### src/rtl/control_sequencer.sv
// Multi-cycle instruction control FSM (FETCH 000 | DECODE 001 | EXEC 010 | MEM 011 | WB 100).
// Memory waits in FETCH/MEM abort with mem_err after TIMEOUT cycles; the instruction is then refetched.
module control_sequencer #(
    parameter int unsigned TIMEOUT = 15
) (
    input  logic        i_clk,
    input  logic        i_rst_n,
    input  logic [31:0] i_instr,
    input  logic        i_mem_ready,
    input  logic [4:0]  i_status,
    output logic        o_pc_we,
    output logic        o_pcsrc,
    output logic        o_ir_we,
    output logic        o_alusrc,
    output logic [3:0]  o_aluop,
    output logic [1:0]  o_immgen_ctrl,
    output logic        o_mem_req,
    output logic        o_memrw,
    output logic        o_wb,
    output logic        o_regrw,
    output logic        o_illegal,
    output logic        o_mem_err,
    output logic [2:0]  o_state
);

    typedef enum logic [2:0] {
        S_FETCH  = 3'b000,
        S_DECODE = 3'b001,
        S_EXEC   = 3'b010,
        S_MEM    = 3'b011,
        S_WB     = 3'b100
    } state_t;

    localparam logic [6:0] OP_R  = 7'b0110011;
    localparam logic [6:0] OP_I  = 7'b0010011;
    localparam logic [6:0] OP_LD = 7'b0000011;
    localparam logic [6:0] OP_ST = 7'b0100011;
    localparam logic [6:0] OP_BR = 7'b1100011;
    localparam logic [7:0] WAIT_TC = 8'(TIMEOUT - 1);

    state_t      r_state;
    state_t      w_state_next;
    logic [31:0] r_ir;
    logic [7:0]  r_wait_cnt;
    logic        r_active;

    logic        w_is_r, w_is_i, w_is_ld, w_is_st, w_is_br, w_legal;
    logic [2:0]  w_funct3;
    logic [3:0]  w_alu_fn;
    logic [1:0]  w_imm_fmt;
    logic        w_br_taken;
    logic        w_timeout;
    logic        w_mem_state;
    logic        w_unused_bits;

    assign w_funct3    = r_ir[14:12];
    assign w_is_r      = (r_ir[6:0] == OP_R);
    assign w_is_i      = (r_ir[6:0] == OP_I);
    assign w_is_ld     = (r_ir[6:0] == OP_LD);
    assign w_is_st     = (r_ir[6:0] == OP_ST);
    assign w_is_br     = (r_ir[6:0] == OP_BR);
    assign w_legal     = w_is_r | w_is_i | w_is_ld | w_is_st | w_is_br;
    assign w_br_taken  = ((w_funct3 == 3'b000) &&  i_status[4]) ||
                         ((w_funct3 == 3'b001) && !i_status[4]);
    assign w_mem_state = (r_state == S_FETCH) || (r_state == S_MEM);
    // mem_ready in the terminal wait cycle still completes the access
    assign w_timeout   = (r_wait_cnt == WAIT_TC) && !i_mem_ready;
    assign w_unused_bits = ^{i_status[3:0], r_ir[31], r_ir[29:15], r_ir[11:7]};
    assign o_state     = r_state;

    always_comb begin
        w_alu_fn = 4'b0000;
        if (w_is_br) begin
            w_alu_fn = 4'b0001;
        end else if (w_is_r || w_is_i) begin
            case (w_funct3)
                3'b000:  w_alu_fn = (w_is_r && r_ir[30]) ? 4'b0001 : 4'b0000;
                3'b111:  w_alu_fn = 4'b0010;
                3'b110:  w_alu_fn = 4'b0011;
                3'b100:  w_alu_fn = 4'b0100;
                3'b010:  w_alu_fn = 4'b0101;
                3'b001:  w_alu_fn = 4'b0110;
                3'b101:  w_alu_fn = 4'b0111;
                default: w_alu_fn = 4'b0000;
            endcase
        end
    end

    always_comb begin
        w_imm_fmt = 2'b11;
        if (w_is_i || w_is_ld) w_imm_fmt = 2'b00;
        else if (w_is_st)      w_imm_fmt = 2'b01;
        else if (w_is_br)      w_imm_fmt = 2'b10;
    end

    always_comb begin
        w_state_next  = r_state;
        o_pc_we       = 1'b0;
        o_pcsrc       = 1'b0;
        o_ir_we       = 1'b0;
        o_alusrc      = 1'b0;
        o_aluop       = 4'b0000;
        o_immgen_ctrl = 2'b11;
        o_mem_req     = 1'b0;
        o_memrw       = 1'b0;
        o_wb          = 1'b0;
        o_regrw       = 1'b0;
        o_illegal     = 1'b0;
        o_mem_err     = 1'b0;
        // r_active holds everything idle for the first cycle after reset release
        if (r_active) begin
            case (r_state)
                S_FETCH: begin
                    o_mem_req = 1'b1;
                    if (i_mem_ready) begin
                        o_ir_we      = 1'b1;
                        w_state_next = S_DECODE;
                    end else if (w_timeout) begin
                        o_mem_req = 1'b0;
                        o_mem_err = 1'b1;
                    end
                end
                S_DECODE: begin
                    if (w_legal) begin
                        w_state_next = S_EXEC;
                    end else begin
                        o_illegal    = 1'b1;
                        o_pc_we      = 1'b1;
                        w_state_next = S_FETCH;
                    end
                end
                S_EXEC: begin
                    o_alusrc      = !(w_is_r || w_is_br);
                    o_aluop       = w_alu_fn;
                    o_immgen_ctrl = w_imm_fmt;
                    if (w_is_br) begin
                        o_pc_we      = 1'b1;
                        o_pcsrc      = w_br_taken;
                        w_state_next = S_FETCH;
                    end else if (w_is_r || w_is_i) begin
                        w_state_next = S_WB;
                    end else begin
                        w_state_next = S_MEM;
                    end
                end
                S_MEM: begin
                    o_alusrc      = 1'b1;
                    o_aluop       = w_alu_fn;
                    o_immgen_ctrl = w_imm_fmt;
                    o_mem_req     = 1'b1;
                    o_memrw       = w_is_st;
                    if (i_mem_ready) begin
                        if (w_is_st) begin
                            o_pc_we      = 1'b1;
                            w_state_next = S_FETCH;
                        end else begin
                            w_state_next = S_WB;
                        end
                    end else if (w_timeout) begin
                        o_mem_req    = 1'b0;
                        o_memrw      = 1'b0;
                        o_mem_err    = 1'b1;
                        w_state_next = S_FETCH;
                    end
                end
                S_WB: begin
                    o_regrw      = 1'b1;
                    o_pc_we      = 1'b1;
                    o_wb         = w_is_ld;
                    w_state_next = S_FETCH;
                end
                default: w_state_next = S_FETCH;
            endcase
        end
    end

    always_ff @(posedge i_clk or negedge i_rst_n) begin
        if (!i_rst_n) begin
            r_state    <= S_FETCH;
            r_ir       <= 32'd0;
            r_wait_cnt <= 8'd0;
            r_active   <= 1'b0;
        end else begin
            r_active <= 1'b1;
            r_state  <= w_state_next;
            if (o_ir_we) r_ir <= i_instr;
            if (!r_active || !w_mem_state || i_mem_ready || w_timeout || (w_state_next != r_state))
                r_wait_cnt <= 8'd0;
            else
                r_wait_cnt <= r_wait_cnt + 8'd1;
        end
    end

endmodule

### config.mk
export PLATFORM = sky130hd
export DESIGN_NAME = control_sequencer
export DESIGN_NICKNAME = d
export VERILOG_FILES = /design/src/rtl/control_sequencer.sv
export SDC_FILE = /design/constraint.sdc
export NUM_CORES = 1
export LEC_CHECK = 0
export ABC_CLOCK_PERIOD_IN_PS = 3900
export BUFFER_PORTS_ARGS = -buffer_cell sky130_fd_sc_hd__buf_2
export CAP_MARGIN = 20
export CORE_UTILIZATION = 40
export CTS_BUF_LIST = sky130_fd_sc_hd__clkbuf_16
export CTS_CLUSTER_SIZE = 8
export DETAILED_ROUTE_END_ITERATION = 12
export PLACE_DENSITY = 0.68
export SYNTH_ARGS = -nofsm -noshare
export SYNTH_HDL_FRONTEND = slang
export SYNTH_SLANG_ARGS = --single-unit
### constraint.sdc
create_clock -name i_clk -period 3.9 [get_ports i_clk]
set_input_delay 0.585 -clock i_clk [delete_from_list [all_inputs] [get_ports i_clk]]
set_output_delay 0.585 -clock i_clk [all_outputs]
set_load 0.01 [all_outputs]
==> flow_metrics.py, run 1 <==
metrics = {
    "layout": {
        "area_delta_synth_final_pct": 18.07,
        "drive_gt1_share_pct": 30.81,
        "final_nets": 215,
        "antenna_cells": 0,
        "stdcell_area_mm2": 0.001635,
        "final_cells": 218,
    },
    "global_route": {
        "grt_max_degree": 24,
        "grt_pass1_wl_mm": 4.885,
        "grt_util_all_layers_pct": 18.25,
        "antenna_found_initial": 0,
        "grt-ovfl-total": 0,
        "grt_pass1_vias": 1068,
    },
    "synthesis": {
        "synth-async-reset-ratio_pct": 100.0,
        "netlist_area_mm2": 0.001385,
        "synth_top_area_share_pct": 41.55,
        "postSynthCellCount": 145,
        "yosysWarnings": 0,
        "seq_area_frac_synth_pct": 41.55,
        "synth_commonest_cells": "dfrtp_1 (23), nor2_1 (17), mux2_2 (11)",
        "post_synth_num_cell_types": 45,
        "synth_nets": 187,
        "synthTopCellsByArea": "dfrtp_1 (42%), mux2_2 (8.9%), nor2_1 (4.6%)",
        "ys_ff_latch": 23,
        "synth_edf_count": 0,
        "synthFlopType": "dfrtp_1",
        "yosysMostFrequentCell": "dfrtp_1",
        "synth.avg_cell_area_um2": 9.552,
        "synth_top_area_cell": "dfrtp_1",
    },
    "routing": {
        "ant_nets": 0,
        "vias": 1142,
        "vias_per_cell": 5.239,
        "drt_wl_total_mm": 2.957,
        "dr.pass1.iters": 4,
        "wl_per_cell_um": 13.56,
        "drcViolationCount": 0,
        "first_iter_violations": 22,
    },
    "pwr": {
        "power.density_mw_per_mm2": 555.1,
        "p_leak_nw": 0.7647,
        "ir_worst_vdd_mv": 0.2701,
    },
    "timing": {
        "post-route-period-util_pct": 64.97,
        "fmax_mhz": 394.6,
        "rsz0062_at_grt": "no",
        "whs_ns": 0.3030,
        "drv_slew": 0,
        "finalClockSkew_ns": 0.002730,
        "tns_ns": 0,
        "slew_headroom_pct": 62.74,
        "worst_slew_pin_slew_ns": 0.5574,
        "worst_slack_ns": 1.366,
        "hold_viol": 0,
        "setup_viol": 0,
        "fin_crit_ns": 2.534,
    },
    "place": {
        "io_buffers": 32,
        "place_area_mm2": 0.001555,
        "dp_cells": 214,
        "gp_congestion": 0.8302,
        "post-dp-hpwl_mm": 2.173,
        "dp_slack_ns": 1.683,
    },
    "flow_run": {
        "drv_cap": 0,
    },
    "floorplanning": {
        "initial_utilization_pct": 41.51,
        "dieWidth_um": 60.85,
        "fp-row-count": 21,
        "core_mm2": 0.003337,
        "pin_count": 59,
        "die_h_um": 60.85,
        "fp.dieArea_mm2": 0.003702,
    },
    "hold_path": {
        "hp-class": "primary input to asynchronous set/reset pin",
    },
    "critical_path": {
        "rr_endpoint": "r_ir[13]",
        "timing.rr.start": "o_state[2]",
        "cp_cell_sequence": "nand4bb_1 > a21oi_2 > o22ai_1 > o311a_1 > buf_2",
        "critPathLaunchType": "register",
        "reg2reg_depth": 3,
        "worstSetupPathDepth": 5,
        "path_class": "register to primary output",
        "slowest_delay_ns": 0.38,
        "arrival_ns": 1.95,
        "slowest_stage": "dfrtp_1",
        "crit_fanout": 7,
        "end_kind": "primary output",
        "cp_top_family": "compound AO/OA/AOI/OAI gates",
        "critPathBufInv": 1,
        "required_ns": 3.31,
        "rrSetupSlack_ns": 2.08,
    },
    "clock_tree": {
        "clk_pin_slew_ns": 0.06,
        "cts-buffers-inserted": 3,
        "clockBufferDepth": 2,
        "cts_resized": 0,
        "cts_root_buf": "clkbuf_16",
        "cts_tree": "done",
        "postCtsSetupBuffers": 0,
        "cts_sinks": 23,
        "hold_buffers": 0,
        "htree_levels": 1,
        "clk_latency_ns": 0.25,
    },
    "run_status": {
        "status": "completed",
    },
}
## kinds of logic after synthesis
family          after synthesis  synth area share [%]
buf+inv                      14                 4.787
mux                          12                 9.666
flops                        23                 41.55
compound gates               18                 8.402
fa+ha+maj                     2                 1.806
simple gates                 64                 26.92
xor+xnor                     10                 6.323
other cells                   2                0.5422
## area by class of cell
cell class                 count  area (µm²)
sequential                    23       575.6
clock buffer                   3       75.07
clock inverter                 1       5.005
multi-input combinational    108       743.2
fill                         337        1702
timing repair buffer          32       160.2
tap                           46       57.56
inverter                       5       18.77
## registers in the layout (all words and copies together) (netlist names)
| register | cells |
|---|---|
| o_state | 3 |
| r_active | 1 |
| r_ir | 11 |
| r_wait_cnt | 8 |
## report_power, final
part,internal (mW),total [mW],switching (mW)
Sequential,0.306,0.410,0.104
Clock,0.138,0.219,0.0811
Combinational,0.147,0.279,0.132
## worst max-delay path by stage
stage	to	slack (ns)	from
floorplan	o_aluop[1]	1.96	o_state[2]
global placement	o_pc_we	1.73	r_ir[2]
detailed placement	o_pc_we	1.68	r_ir[2]
CTS	o_pc_we	1.37	r_ir[2]
global route	o_pc_we	1.27	r_ir[2]
finish	o_pc_we	1.37	r_ir[2]
## layout by cell type (no fill, tap or decap), types with 2 or more instances in the layout
| cell | n |
|---|---|
| clkbuf_16 | 3 |
| nand4b_1 | 3 |
| and3_1 | 3 |
| dfrtp_1 | 23 |
| nand4_1 | 3 |
| nor4_1 | 2 |
| nor2b_1 | 3 |
| nor3_1 | 4 |
| a21oi_1 | 4 |
| nand2_1 | 8 |
| nand3_1 | 5 |
| nor2_1 | 17 |
| xor2_1 | 6 |
| xnor2_1 | 4 |
| conb_1 | 2 |
| ha_1 | 2 |
| nand2b_1 | 2 |
| nand3b_1 | 2 |
| buf_2 | 32 |
| mux2_2 | 11 |
| a31oi_1 | 3 |
| inv_1 | 5 |
| o21ai_0 | 4 |
## metrics by stage
step / util [%] / total power, mW
global placement: 46.61 / 0.6750
floorplan: - / 0.6224
CTS: 49.01 / 0.9148
global route: 49.01 / 0.9752
detailed placement: 46.61 / 0.6895
finish: 49.01 / 0.9077
## layer usage
layer	GRT usage (%)	vias up	wire length, µm
li1	-	563	-
met1	24.43	557	1389
met2	29.98	20	1444
met3	3.412	2	104
met4	5.844	0	19
met5	0	-	0
Note: power is estimated with default switching activity, not from simulation.
==> inputs of run 2 (changes only) <==
--- a/config.mk
+++ b/config.mk
@@ -5,14 +5,14 @@
 export SDC_FILE = /design/constraint.sdc
 export NUM_CORES = 1
 export LEC_CHECK = 0
-export ABC_CLOCK_PERIOD_IN_PS = 3900
+export ABC_CLOCK_PERIOD_IN_PS = 2050
 export BUFFER_PORTS_ARGS = -buffer_cell sky130_fd_sc_hd__buf_2
 export CAP_MARGIN = 20
 export CORE_UTILIZATION = 40
 export CTS_BUF_LIST = sky130_fd_sc_hd__clkbuf_16
 export CTS_CLUSTER_SIZE = 8
 export DETAILED_ROUTE_END_ITERATION = 12
-export PLACE_DENSITY = 0.68
+export PLACE_DENSITY = 0.71
 export SYNTH_ARGS = -nofsm -noshare
 export SYNTH_HDL_FRONTEND = slang
 export SYNTH_SLANG_ARGS = --single-unit
==> constraint.sdc (replaced) <==
create_clock -name i_clk -period 2.05 [get_ports i_clk]
set_input_delay 0.3075 -clock i_clk [delete_from_list [all_inputs] [get_ports i_clk]]
set_output_delay 0.3075 -clock i_clk [all_outputs]
set_load 0.01 [all_outputs]
==> flow_metrics.py, run 2 (synthesis gave the netlist of run 1 again) <==
metrics = {
    "critical_path": {
        "path_class": "register to primary output",
        "required_ns": 1.74,
        "crit_fanout": 4,
        "timing.rr.start": "o_state[2]",
        "critPathLaunchType": "register",
        "cp-startpoint": "r_ir[3]",
        "end_kind": "primary output",
        "arrival_ns": 1.68,
    },
    "clock_tree": {
        "htree_levels": 1,
        "cts-buffers-inserted": 3,
        "clk_pin_slew_ns": 0.06,
        "cts_tree": "done",
        "cts_root_buf": "clkbuf_16",
        "cts_sinks": 23,
        "clk_latency_ns": 0.25,
        "clockBufferDepth": 2,
        "hold_buffers": 0,
    },
    "global_route": {
        "grt_pass1_vias": 1094,
        "use_met1_pct": 24.53,
        "grt_util_met2_pct": 28.89,
        "grt_busiest_layer": "met2",
        "grt_max_degree": 24,
        "use_met3_pct": 3.198,
        "grt_util_all_layers_pct": 18.22,
        "grt-ovfl-total": 0,
        "grt_pass1_wl_mm": 4.940,
        "antenna_found_initial": 0,
    },
    "layout": {
        "final_nets": 224,
        "final_common_cell": "buf_2",
        "drive_gt1_share_pct": 37.02,
        "nFillCells": 308,
        "final_cell_mix": "buf_2 (32), dfrtp_1 (22), nor2_1 (17)",
        "top_register": "r_ir",
        "largest_register_ffs": 11,
        "regArea_um2": 576.8,
        "stdcell_area_mm2": 0.001753,
        "antenna_cells": 0,
        "multiInputGateArea_um2": 793.3,
        "fin_util_pct": 52.53,
        "area_delta_synth_final_pct": 26.56,
        "final_cells": 227,
    },
    "timing": {
        "fin_crit_ns": 1.991,
        "worst_slack_ns": 0.05871,
        "setup_viol": 0,
        "finalClockSkew_ns": 0.001735,
        "whs_ns": 0.01563,
        "hold_viol": 0,
        "drv_slew": 0,
        "post-route-period-util_pct": 97.14,
        "fmax_mhz": 502.2,
        "tns_ns": 0,
    },
    "hold_path": {
        "hp-class": "primary input to asynchronous set/reset pin",
    },
    "pwr": {
        "p_leak_nw": 0.8233,
        "power_mw": 1.892,
        "power.density_mw_per_mm2": 1079,
        "ir_worst_vdd_mv": 0.6051,
    },
    "floorplanning": {
        "fp.dieArea_mm2": 0.003702,
        "pin_count": 59,
        "initial_utilization_pct": 41.51,
        "fp-row-count": 21,
        "core_mm2": 0.003337,
        "die_h_um": 60.85,
        "dieWidth_um": 60.85,
    },
    "routing": {
        "drcViolationCount": 0,
        "vias_per_cell": 5.106,
        "drt_wl_total_mm": 3.061,
        "ant_nets": 0,
        "vias": 1159,
        "wl_per_cell_um": 13.48,
        "first_iter_violations": 33,
        "dr.pass1.iters": 4,
    },
    "place": {
        "gp_congestion": 0.8205,
        "dp_cells": 218,
        "post-dp-hpwl_mm": 2.222,
        "io_buffers": 32,
        "place_area_mm2": 0.001585,
        "dp_slack_ns": 0.2276,
    },
    "flow_run": {
        "drv_cap": 0,
    },
    "run_status": {
        "status": "completed",
    },
}
==> run 2: cell count changes in the layout (fill, tap and decap cells not counted), sizes merged <==
cell,before,now
buf,32,41
inv,5,6
clkinv,1,0
==> run 2: path summary, 6_finish.rpt <==
check                           slack (ns)    endpoint  depth (start not counted)
worst max-delay path                  0.06     o_pc_we                          5
worst max register to register        0.35     r_ir[5]                          4
worst min register to register        0.51    r_ir[30]                          1
worst min-delay path                  0.02    r_ir[12]                          1
max in group asynchronous             1.67  o_state[2]                          1
min in group i_clk                    0.29     r_ir[6]                          2
==> run 2: final cells by class <==
class	instances	share of cell area, %
Inverter	5	1.071
Tap cell	46	3.283
Clock buffer	3	4.283
Sequential cell	23	32.91
Multi-Input combinational cell	108	45.25
Timing Repair Buffer	41	12.99
Clock inverter	1	0.2141
==> run 2: what timing repair did <==
action	4_1_cts	5_1_grt
endpoints found under the hold margin	0	0
gates resized for setup	3	5
pin swaps	0	2
buffers inserted	1	4
setup endpoints to repair	4	4
==> run 2: power breakdown <==
part	switching, mW	total (mW)	internal [mW]
sequential	0.202	0.784	0.583
clock	0.146	0.406	0.260
combinational	0.314	0.702	0.388
==> run 2: worst max-delay path, stage by stage, from the launching register on <==
cell and delay, ns:
dfrtp_1 0.39, nand4bb_4 0.27, a21oi_4 0.17, o22ai_2 0.11, o311a_1 0.35, buf_2 0.15
==> run 2: layer usage <==
| layer | vias to the layer above | routed length (µm) | part of all wire (%) |
|---|---|---|---|
| met5 | - | 0 | 0 |
| met4 | 0 | 21 | 0.69 |
| met3 | 2 | 145 | 4.7 |
| met2 | 36 | 1468 | 48 |
| met1 | 544 | 1427 | 47 |
| li1 | 577 | - | - |
==> inputs of run 3 (changes only) <==
--- a/config.mk
+++ b/config.mk
@@ -5,6 +5,7 @@
 export SDC_FILE = /design/constraint.sdc
 export NUM_CORES = 1
 export LEC_CHECK = 0
+export ABC_AREA = 1
 export ABC_CLOCK_PERIOD_IN_PS = 2050
 export BUFFER_PORTS_ARGS = -buffer_cell sky130_fd_sc_hd__buf_2
 export CAP_MARGIN = 20
@@ -12,7 +13,7 @@
 export CTS_BUF_LIST = sky130_fd_sc_hd__clkbuf_16
 export CTS_CLUSTER_SIZE = 8
 export DETAILED_ROUTE_END_ITERATION = 12
-export PLACE_DENSITY = 0.71
+export PLACE_DENSITY = 0.69
 export SYNTH_ARGS = -nofsm -noshare
 export SYNTH_HDL_FRONTEND = slang
 export SYNTH_SLANG_ARGS = --single-unit
==> flow_metrics.py, run 3 <==
metrics = {
    "critical_path": {
        "crit_top_cell": "nor2_1",
        "slowest_stage": "dfrtp_1",
        "cp_cell_sequence": "nor3_2 > nand3_2 > nand3_1 > nor2_1 > nor2_1 > buf_2",
        "slowest_delay_ns": 0.48,
        "cp_top_family": "simple AND/OR/NAND/NOR gates",
        "arrival_ns": 1.65,
        "end_kind": "primary output",
        "path_class": "register to primary output",
        "worstSetupPathDepth": 6,
        "crit_fanout": 7,
        "reg2reg_depth": 8,
        "critPathLaunchType": "register",
        "critPathBufInv": 1,
        "required_ns": 1.74,
    },
    "floorplanning": {
        "fp.dieArea_mm2": 0.003999,
        "initial_utilization_pct": 43.25,
        "core_mm2": 0.003468,
        "die_h_um": 63.24,
        "dieWidth_um": 63.24,
        "fp-row-count": 21,
        "pin_count": 59,
    },
    "place": {
        "post-dp-hpwl_mm": 2.273,
        "gp_congestion": 0.8506,
        "io_buffers": 32,
    },
    "clock_tree": {
        "clockBufferDepth": 2,
        "clk_latency_ns": 0.25,
        "cts_tree": "done",
        "cts-buffers-inserted": 3,
        "cts_root_buf": "clkbuf_16",
        "cts_sinks": 23,
        "htree_levels": 1,
        "clk_pin_slew_ns": 0.06,
    },
    "synthesis": {
        "postSynthCellCount": 191,
        "synth_nets": 233,
        "synth_top_area_share_pct": 38.37,
        "ys_ff_latch": 23,
        "synthFlopType": "dfrtp_1",
        "yosysWarnings": 0,
        "synth_top_area_cell": "dfrtp_1",
        "post_synth_num_cell_types": 30,
        "synth-async-reset-ratio_pct": 100.0,
        "synth.avg_cell_area_um2": 7.854,
        "netlist_area_mm2": 0.001500,
        "yosysMostFrequentCell": "nand2_1",
        "synth_edf_count": 0,
        "synthTopCellsByArea": "dfrtp_1 (38%), nand2_1 (13%), nand2_2 (5.4%)",
        "seq_area_frac_synth_pct": 38.37,
        "synth_commonest_cells": "nand2_1 (51), dfrtp_1 (23), inv_1 (15)",
    },
    "hold_path": {
        "hp-class": "primary input to asynchronous set/reset pin",
    },
    "global_route": {
        "grt-ovfl-total": 0,
        "grt_util_all_layers_pct": 16.65,
        "grt_pass1_vias": 1335,
        "grt_pass1_wl_mm": 5.451,
        "antenna_found_initial": 0,
        "grt_max_degree": 24,
    },
    "routing": {
        "first_iter_violations": 103,
        "vias": 1281,
        "dr.pass1.iters": 4,
        "drcViolationCount": 0,
        "wl_per_cell_um": 10.98,
        "vias_per_cell": 4.692,
        "ant_nets": 0,
        "drt_wl_total_mm": 2.997,
    },
    "timing": {
        "worst_slew_pin_slew_ns": 0.5081,
        "slew_headroom_pct": 66.12,
        "setup_viol": 0,
        "drv_slew": 0,
        "finalClockSkew_ns": 0.001855,
        "hold_viol": 0,
        "fin_crit_ns": 1.954,
        "fmax_mhz": 511.8,
        "post-route-period-util_pct": 95.32,
        "tns_ns": 0,
    },
    "layout": {
        "top_register": "r_ir",
        "antenna_cells": 0,
        "area_delta_synth_final_pct": 19.18,
        "largest_register_ffs": 11,
        "final_cell_mix": "nand2_1 (50), buf_2 (32), dfrtp_1 (22)",
        "drive_gt1_share_pct": 39.65,
        "final_common_cell": "nand2_1",
        "final_nets": 270,
    },
    "pwr": {
        "ir_worst_vdd_mv": 0.3757,
        "p_leak_nw": 0.8765,
        "power_mw": 1.287,
        "power.density_mw_per_mm2": 720.0,
    },
    "flow_run": {
        "drv_cap": 0,
    },
    "run_status": {
        "status": "completed",
    },
}
==> run 3: changes by cell type in the layout (fill, tap and decap cells not counted), sizes merged, moves of 5 or more <==
cell	change
nand3	+8
buf	-6
mux2	-11
nor2	+10
nand2	+57
inv	+16
o21ai	+5
==> run 3: kinds of logic (layout without fill, tap and decap cells) <==
family,after synthesis,after routing,share of synthesized area [%]
simple gates,116,116,38.70
buf+inv,25,61,8.841
flops,23,23,38.37
compound gates,18,18,9.008
xor+xnor,5,5,2.919
fa+ha+maj,2,2,1.668
other cells,2,2,0.5006
==> run 3: timing repair <==
| action | 4_1_cts | 5_1_grt |
|---|---|---|
| gates resized for setup | 0 | 4 |
| setup buffers | 0 | 2 |
| setup endpoints to repair | 0 | 2 |
| hold buffers | 0 | 0 |
==> run 3: per-layer routing <==
metal / track usage (%) / vias up / share of wire (%)
li1: - / 671 / -
met1: 19.86 / 579 / 46
met2: 31.05 / 29 / 50
met3: 2.174 / 2 / 3.2
met4: 4.261 / 0 / 0.70
met5: 0 / - / 0
==> run 3: metrics by stage <==
step	hold slack, ns	area, µm²	instances	util, %	worst slack, ns
after global routing	0.06868	1788	273	51.55	-0.01854
after detailed placement	0.3110	1678	267	48.38	0.3851
after CTS	0.04288	1758	271	50.69	0.09668
after global placement	0.3145	1678	267	48.38	0.4163
after floorplan	0.01191	1500	191	-	0.5348
final	0.01944	1788	273	51.55	0.09596
==> run 3: area by class of cell <==
type                            count  area (µm²)
Clock buffer                        3       75.07
Clock inverter                      1       5.005
Fill cell                         336        1680
Inverter                           22       85.08
Multi-Input combinational cell    143       805.8
Sequential cell                    23       576.8
Tap cell                           46       57.56
Timing Repair Buffer               35       182.7
==> run 3: worst paths after layout <==
check                      startpoint    endpoint  slack [ns]
min reg2reg                   r_ir[1]     r_ir[1]        0.48
min                           i_rst_n    r_ir[12]        0.02
min in group i_clk         i_instr[1]     r_ir[1]        0.26
max reg2reg                o_state[0]     r_ir[6]        0.44
max                        o_state[0]     o_pc_we         0.1
max in group asynchronous     i_rst_n  o_state[1]        1.66
==> run 3: where the power goes <==
group	leakage, nW	internal, mW	switching, mW
Clock	0.0409	0.262	0.155
Combinational	0.539	0.107	0.190
Sequential	0.297	0.515	0.0582
